<file path="src/rtl/mem_port_arbiter.sv">
// mem_port_arbiter: shares one SRAM-like bus between the IF (inst) and MEM (data)
// ports, tracks up to MAX_OUT outstanding requests and returns each response to
// the port that issued it, in acceptance order.
// Build option: define ARB_RR_EN for round-robin arbitration; otherwise data
// has fixed priority over inst.
module mem_port_arbiter #(
    parameter int MAX_OUT = 2
) (
    input  logic        clk,
    input  logic        reset,
    input  logic        inst_req,
    input  logic [31:0] inst_addr,
    output logic        inst_addr_ok,
    output logic        inst_data_ok,
    output logic [31:0] inst_rdata,
    input  logic        data_req,
    input  logic        data_wr,
    input  logic [3:0]  data_wstrb,
    input  logic [31:0] data_addr,
    input  logic [31:0] data_wdata,
    output logic        data_addr_ok,
    output logic        data_data_ok,
    output logic [31:0] data_rdata,
    output logic        bus_req,
    output logic        bus_wr,
    output logic [3:0]  bus_wstrb,
    output logic [31:0] bus_addr,
    output logic [31:0] bus_wdata,
    input  logic        bus_addr_ok,
    input  logic        bus_data_ok,
    input  logic [31:0] bus_rdata
);
    localparam int PTR_W = (MAX_OUT > 1) ? $clog2(MAX_OUT) : 1;
    localparam int DEPTH = 1 << PTR_W;
    localparam logic [2:0]       MAX_C  = 3'(MAX_OUT);
    localparam logic [PTR_W-1:0] LAST_P = PTR_W'(MAX_OUT - 1);

    // Owner encoding everywhere: 0 = inst, 1 = data.
    logic             lock_valid_q, lock_valid_d;
    logic             lock_owner_q, lock_owner_d;
    logic [DEPTH-1:0] fifo_q, fifo_d;
    logic [PTR_W-1:0] head_q, head_d, tail_q, tail_d;
    logic [2:0]       count_q, count_d;

    logic grant, both_pick, accept, pop, head_owner;

    // Pointers wrap at MAX_OUT, which need not be a power of two.
    function automatic logic [PTR_W-1:0] ptr_inc(input logic [PTR_W-1:0] p);
        return (p == LAST_P) ? '0 : p + PTR_W'(1);
    endfunction

`ifdef ARB_RR_EN
    logic rr_q, rr_d;
    assign both_pick = rr_q;
`else
    assign both_pick = 1'b1;
`endif

    // Grant: a held (locked) request keeps the bus; otherwise arbitrate among requesters.
    always_comb begin
        if (lock_valid_q)              grant = lock_owner_q;
        else if (inst_req && data_req) grant = both_pick;
        else                           grant = data_req;
    end

    // A full FIFO blocks new requests even if a pop happens this cycle (no bypass).
    assign bus_req   = (grant ? data_req : inst_req) & (count_q < MAX_C) & ~reset;
    assign bus_wr    = grant & data_wr;
    assign bus_wstrb = grant ? data_wstrb : 4'h0;
    assign bus_addr  = grant ? data_addr  : inst_addr;
    assign bus_wdata = grant ? data_wdata : 32'h0;

    assign accept       = bus_req & bus_addr_ok;
    assign inst_addr_ok = accept & ~grant;
    assign data_addr_ok = accept & grant;

    // A response with nothing outstanding is a slave protocol error and is dropped.
    assign pop          = bus_data_ok & (count_q != 3'd0) & ~reset;
    assign head_owner   = fifo_q[head_q];
    assign inst_data_ok = pop & ~head_owner;
    assign data_data_ok = pop & head_owner;
    assign inst_rdata   = inst_data_ok ? bus_rdata : 32'h0;
    assign data_rdata   = data_data_ok ? bus_rdata : 32'h0;

    // Next state for owner FIFO, lock and (optional) round-robin pointer.
    always_comb begin
        fifo_d       = fifo_q;
        head_d       = head_q;
        tail_d       = tail_q;
        count_d      = count_q;
        lock_valid_d = lock_valid_q;
        lock_owner_d = lock_owner_q;
`ifdef ARB_RR_EN
        rr_d         = rr_q;
        if (accept) rr_d = ~grant;
`endif
        if (accept) begin
            fifo_d[tail_q] = grant;
            tail_d         = ptr_inc(tail_q);
        end
        if (pop) head_d = ptr_inc(head_q);
        case ({accept, pop})
            2'b10:   count_d = count_q + 3'd1;
            2'b01:   count_d = count_q - 3'd1;
            default: count_d = count_q;
        endcase
        if (accept) begin
            lock_valid_d = 1'b0;
        end else if (bus_req) begin
            lock_valid_d = 1'b1;
            lock_owner_d = grant;
        end
    end

    // State registers; reset drops everything in flight.
    always_ff @(posedge clk) begin
        if (reset) begin
            fifo_q       <= '0;
            head_q       <= '0;
            tail_q       <= '0;
            count_q      <= 3'd0;
            lock_valid_q <= 1'b0;
            lock_owner_q <= 1'b0;
`ifdef ARB_RR_EN
            rr_q         <= 1'b0;
`endif
        end else begin
            fifo_q       <= fifo_d;
            head_q       <= head_d;
            tail_q       <= tail_d;
            count_q      <= count_d;
            lock_valid_q <= lock_valid_d;
            lock_owner_q <= lock_owner_d;
`ifdef ARB_RR_EN
            rr_q         <= rr_d;
`endif
        end
    end
endmodule

</file>
<file path="config.mk">
export PLATFORM = sky130hd
export DESIGN_NAME = mem_port_arbiter
export DESIGN_NICKNAME = d
export VERILOG_FILES = /design/src/rtl/mem_port_arbiter.sv
export SDC_FILE = /design/constraint.sdc
export NUM_CORES = 1
export LEC_CHECK = 0
export CELL_PAD_IN_SITES_DETAIL_PLACEMENT = 1
export CELL_PAD_IN_SITES_GLOBAL_PLACEMENT = 2
export CORE_MARGIN = 5
export CORE_UTILIZATION = 10
export CTS_CLUSTER_DIAMETER = 40
export DETAILED_ROUTE_END_ITERATION = 6
export PLACE_DENSITY_LB_ADDON = 0.1
export REMOVE_ABC_BUFFERS = 1
export SYNTH_ARGS = -nofsm -noshare
export SYNTH_HDL_FRONTEND = slang
export SYNTH_SLANG_ARGS = --single-unit
</file>
<file path="constraint.sdc">
create_clock -name clk -period 3.3 [get_ports clk]
set_clock_uncertainty 0.05 [all_clocks]
set_input_delay 0.66 -clock clk [delete_from_list [all_inputs] [get_ports clk]]
set_output_delay 0.66 -clock clk [all_outputs]
set_load 0.01 [all_outputs]
</file>
== Yosys cells after proc, flatten, opt, wreduce, memory -nomap -nowiden ==
Cells that the tools add are included.
Operators by class
  add/sub/neg operators: 4
  order comparisons: 4
  equality and inequality tests: 2
  muxes and demuxes: 16
  bitwise logic cells: 14
  reduce and logical (&&, ||, !) cells: 6
Operator list (number)
  $mux W32: 4
  $and A1 B1 Y1: 10
  $mux W1: 8
  $pmux W3 S2: 1
  $lt A1 B2 Y1 const B: 2
  $mux W4: 1
  $not A1 Y1: 4
  $add A3 B1 Y3 const B: 1
  $lt A3 B2 Y1 const B: 1
  $reduce_bool A3 Y1: 1
  $sub A3 B1 Y3 const B: 1
  $add A1 B1 Y1 const B: 2
  $bwmux W2: 1
  $eq A2 B1 Y1 const B: 1
  $eq A2 B2 Y1 const B: 1
  $logic_and A1 B1 Y1: 2
  $reduce_and A2 Y1: 1
  $reduce_bool A2 Y1: 1
  $reduce_or A2 Y1: 1
  $demux W1 S1: 1
  $ge A1 B1 Y1 const B: 1
Storage, ports and cells
  register bits after elaboration: 9
  output and inout port bits: 138
  word-level logic and storage cells: 52

== Longest topological paths before layout ==
  word-level depth: 9
  gate-level depth with buffers: 7
  gate-level depth less buffers: 7

== Worst setup path after synthesis ==
OpenSTA, ideal clock, no wires.
  kind: input to register
  start point: in reset
  end point: reg count_q[2]
  setup time: 0.072 ns
  arrival: 2.474 ns
  slack: 0.704 ns
  stages: 7
  buffers on the path: 0
  cell sequence: or3_4 > a211o_4 > ha_1 > fa_1 > xnor2_1 > or3_1 > a21oi_1
Between the ends
  cells in the longest elaborated chain, start to end: 5
Ends and longest elaborated chain
  start: declaration: RTL line 10  | input logic reset,
  $not A1 Y1: RTL line 67, 78
  $and A1 B1 Y1: RTL line 67  | assign bus_req = (grant ? data_req : inst_req) & (count_q < MAX_C) & ~reset;
  $and A1 B1 Y1: RTL line 73  | assign accept = bus_req & bus_addr_ok;
  $eq A2 B1 Y1 or $eq A2 B2 Y1 (tied branches): RTL line 102  | case ({accept, pop})
  $pmux W3 S2 or $reduce_bool A2 Y1 (tied branches)
  end signal: assignment: RTL line 131  | count_q <= count_d;
  end: declaration: RTL line 43  | logic [2:0] count_q, count_d;
Parallel ways exist; a longest one is shown, timed or not.
A chain may end at the register's enable or synchronous reset.

== Worst setup path in the final report ==
  start point: in data_req
  end point: out bus_req
Between the ends
  cells in the longest elaborated chain, start to end: 6
Ends and longest elaborated chain
  start: declaration: RTL line 16  | input logic data_req,
  $logic_and A1 B1 Y1: RTL line 62  | else if (inst_req && data_req) grant = both_pick;
  $mux W1: RTL line 62
  $mux W1: RTL line 61  | if (lock_valid_q) grant = lock_owner_q;
  $mux W1 (*): RTL line 67
  $and A1 B1 Y1 (*) (2 in series): RTL line 67
  end: declaration: RTL line 24  | output logic bus_req,
Mark *: on every way between the ends. The rest lies on a longest branch, timed or not.

==> results.cfg <==
[sta]
maxSlewViolCount = 0
finalHoldViolations = 0
finalWorstSetupSlack_ns = 0.101
finalSetupTns_ns = 0
min_period_over_period = 0.970
worst_slew_pin_slew_ns = 0.450
rsz0062_at_grt = false
setup_violations = 0
timing.fmax_mhz = 313
maxSlewHeadroom = 0.700
min_period_ns = 3.20

[pwr]
p_total_mw = 1.02
leakage_nw = 1.96
power_frac_seq = 0.134
ir_drop_mv = 0.0917
p_per_area_nw_per_um2 = 210
p_comb_frac = 0.656
swShare = 0.320
power.internal_uw = 694
p_switching_uw = 326
clock_power_share = 0.211

[setup_path]
worstReg2RegEnd = count_q[2]
arrival_ns = 2.49
r2r_start = count_q[2]
crit_type = in2out
cp-startpoint = data_req
cp_num_cells = 7
crit_family = buffers and inverters
crit_path_end = bus_req
end_kind = output port
max_stage_delay_ns = 0.55
critPathRequiredTime_ns = 2.59
worst-r2r-setup-slack_ns = 0.80
path_buf_inv = 4
rr_worst_depth = 7
cp-start-kind = input port
cp_max_fo = 16
crit_top_cell = clkdlybuf4s50_1
slowest_stage = clkdlybuf4s50_1
crit_chain = clkdlybuf4s50_1 -> buf_4 -> mux2i_4 -> buf_12 -> nand2_1 -> a21oi_1 -> clkdlybuf4s50_1

[die]
core_area_um2 = 16300
die_x_um = 138
design.portCount = 277
design.die.area_um2 = 19100
chipHeight_um = 138
initial_core_util = 0.101
rows = 47

[yosys]
synth_edf_count = 0
synth_largest_area_cell = and2_1
ys_async_sr_fraction = 0
netlist_top_cells_area = and2_1 (38%), nand2_1 (23%), dfxtp_1 (11%), buf_2 (3.3%), mux2i_1 (2.4%)
ys_warn_count = 0
synth_cell_types = 33
synth_flop_cell = dfxtp_1
syn_inst = 271
postSynthAreaPerCell_um2 = 6.08
synth_top_area_frac = 0.383
syn_area_um2 = 1650
ys_seq_elements = 9
synth-seq-area-share = 0.109

[cells_and_area]
drive_gt1_frac = 0.0476
finalNetCount = 688
area_growth_pct = 196

[detailed_routing]
drt-initial-drc-count = 51
wl_per_cell_um = 15.7
vias = 2856
final_antenna_net_count = 0
firstDrtPassIters = 4
viasPerCell = 3.72
drc = 0
totalWireLength_mm = 12.0

[grt]
grt_antenna_before_repair = 1
grt_start_max_net_pins = 44
grt_pass1_wl_mm = 18.1
use_met3 = 0.0580
grt_usage = 0.117
grtUsageMet2 = 0.200
overflow = 0
grt_pass1_vias = 3041
met1_usage = 0.133
globalRoute.busiestLayer = met2

[cts]
cts_tree = yes
path_clk_slew_ns = 0.04
cts-root-buf = clkbuf_16
cts_post_setup_buffers_inserted = 0
cts_buffers = 3
clock_path_buffers = 2
htreeDepth = 1
numClockSinks = 9
clk_latency_ns = 0.23

[place]
io_buffer_count = 276
dpl.hpwl_mm = 10.4
pre_cts_ws_ns = 0.0537
routabilityCongestion = 0.808

[hold_path]
hp-class = reg2reg
min-delay-start = fifo_q[0]

[status]
status = finished, final reports clean

[flow_run]
cap_viol_max_count = 0
tightest hold or removal path: cells and delay by family (launching register included):
kind / cells / cell delay [ns]
flops: 1 / 0.31
mux: 1 / 0.05
simple gates: 1 / 0.05
Yosys cell counts (2+ instances only):
cell type	count
buf_2	11
nor2_1	7
nand2_1	102
xor2_1	2
and2_1	101
clkbuf_1	7
dfxtp_1	9
inv_1	2
mux2i_1	4
a21oi_1	3
cells in the final DEF (no fill, tap or decap), types with 2 or more instances in the layout:
cell type / count
clkdlybuf4s50_1: 275
nand2_1: 102
and2_1: 101
dfxtp_1: 9
nor2_1: 7
buf_4: 7
buf_12: 6
mux2i_1: 4
a21oi_1: 3
clkbuf_16: 3
inv_1: 2
xor2_1: 2
final cells by class:
type                            count  area, um2
Fill cell                        1992      11500
Timing Repair Buffer              289       2940
Multi-Input combinational cell    242       1390
Tap cell                          220        275
Sequential cell                     9        180
Clock buffer                        4       78.8
Inverter                            2       7.51
Antenna cell                        1       2.50
registers in the layout, indices dropped and copies added (netlist names):
register,cells
lock_owner_q,1
fifo_q,2
lock_valid_q,1
count_q,3
tail_q,1
head_q,1
cells by family (layout without fill, tap and decap cells):
family | count (synthesis) | in the layout | synth area share
adder cells (fa/ha/maj) | 2 | 2 | 0.0197
multiplexers | 6 | 6 | 0.0395
flip-flops | 9 | 9 | 0.109
AO/OA/AOI/OAI | 13 | 13 | 0.0797
buffers and inverters | 20 | 295 | 0.0539
other | 0 | 1 | 0
XOR/XNOR | 3 | 3 | 0.0159
AND/OR/NAND/NOR | 218 | 218 | 0.682
power groups by stage:
| stage | clock [mW] | sequential [mW] | combinational (mW) |
|---|---|---|---|
| 2_1_floorplan | 0 | 0.134 | 0.216 |
| 3_3_place_gp | 0 | 0.138 | 0.679 |
| 3_5_place_dp | 0 | 0.139 | 0.683 |
| 4_1_cts | 0.222 | 0.137 | 0.686 |
| 5_1_grt | 0.227 | 0.138 | 0.723 |
| 6_report | 0.215 | 0.136 | 0.669 |
worst min path at each step:
stage,end,slack (ns),depth (start not counted)
finish,fifo_q[0],0.42,2
detailed placement,fifo_q[0],0.42,2
global placement,fifo_q[0],0.42,2
floorplan,fifo_q[0],0.38,2
CTS,fifo_q[0],0.43,2
global route,fifo_q[0],0.44,2
stage by stage:
| stage | area, um2 | util | hold WS, ns | std cells |
|---|---|---|---|---|
| after global placement | 4790 | 0.293 | 0.419 | 762 |
| after floorplan | 1570 | - | 0.384 | 253 |
| after CTS | 4860 | 0.298 | 0.429 | 766 |
| after global routing | 4870 | 0.298 | 0.439 | 767 |
| after detailed placement | 4790 | 0.293 | 0.423 | 762 |
| final | 4870 | 0.298 | 0.421 | 767 |
per-layer routing:
| layer | up-vias | share of wire |
|---|---|---|
| met4 | 0 | 0.016 |
| met3 | 8 | 0.14 |
| met1 | 1264 | 0.39 |
| met2 | 194 | 0.46 |
| li1 | 1390 | - |
| met5 | - | 0 |
repair_timing:
item                                    in CTS  in global routing
hold buffers                                 0                  0
resized for setup                            0                  1
endpoints found under the setup margin       0                  1
Power figures use the tool's default switching activity.
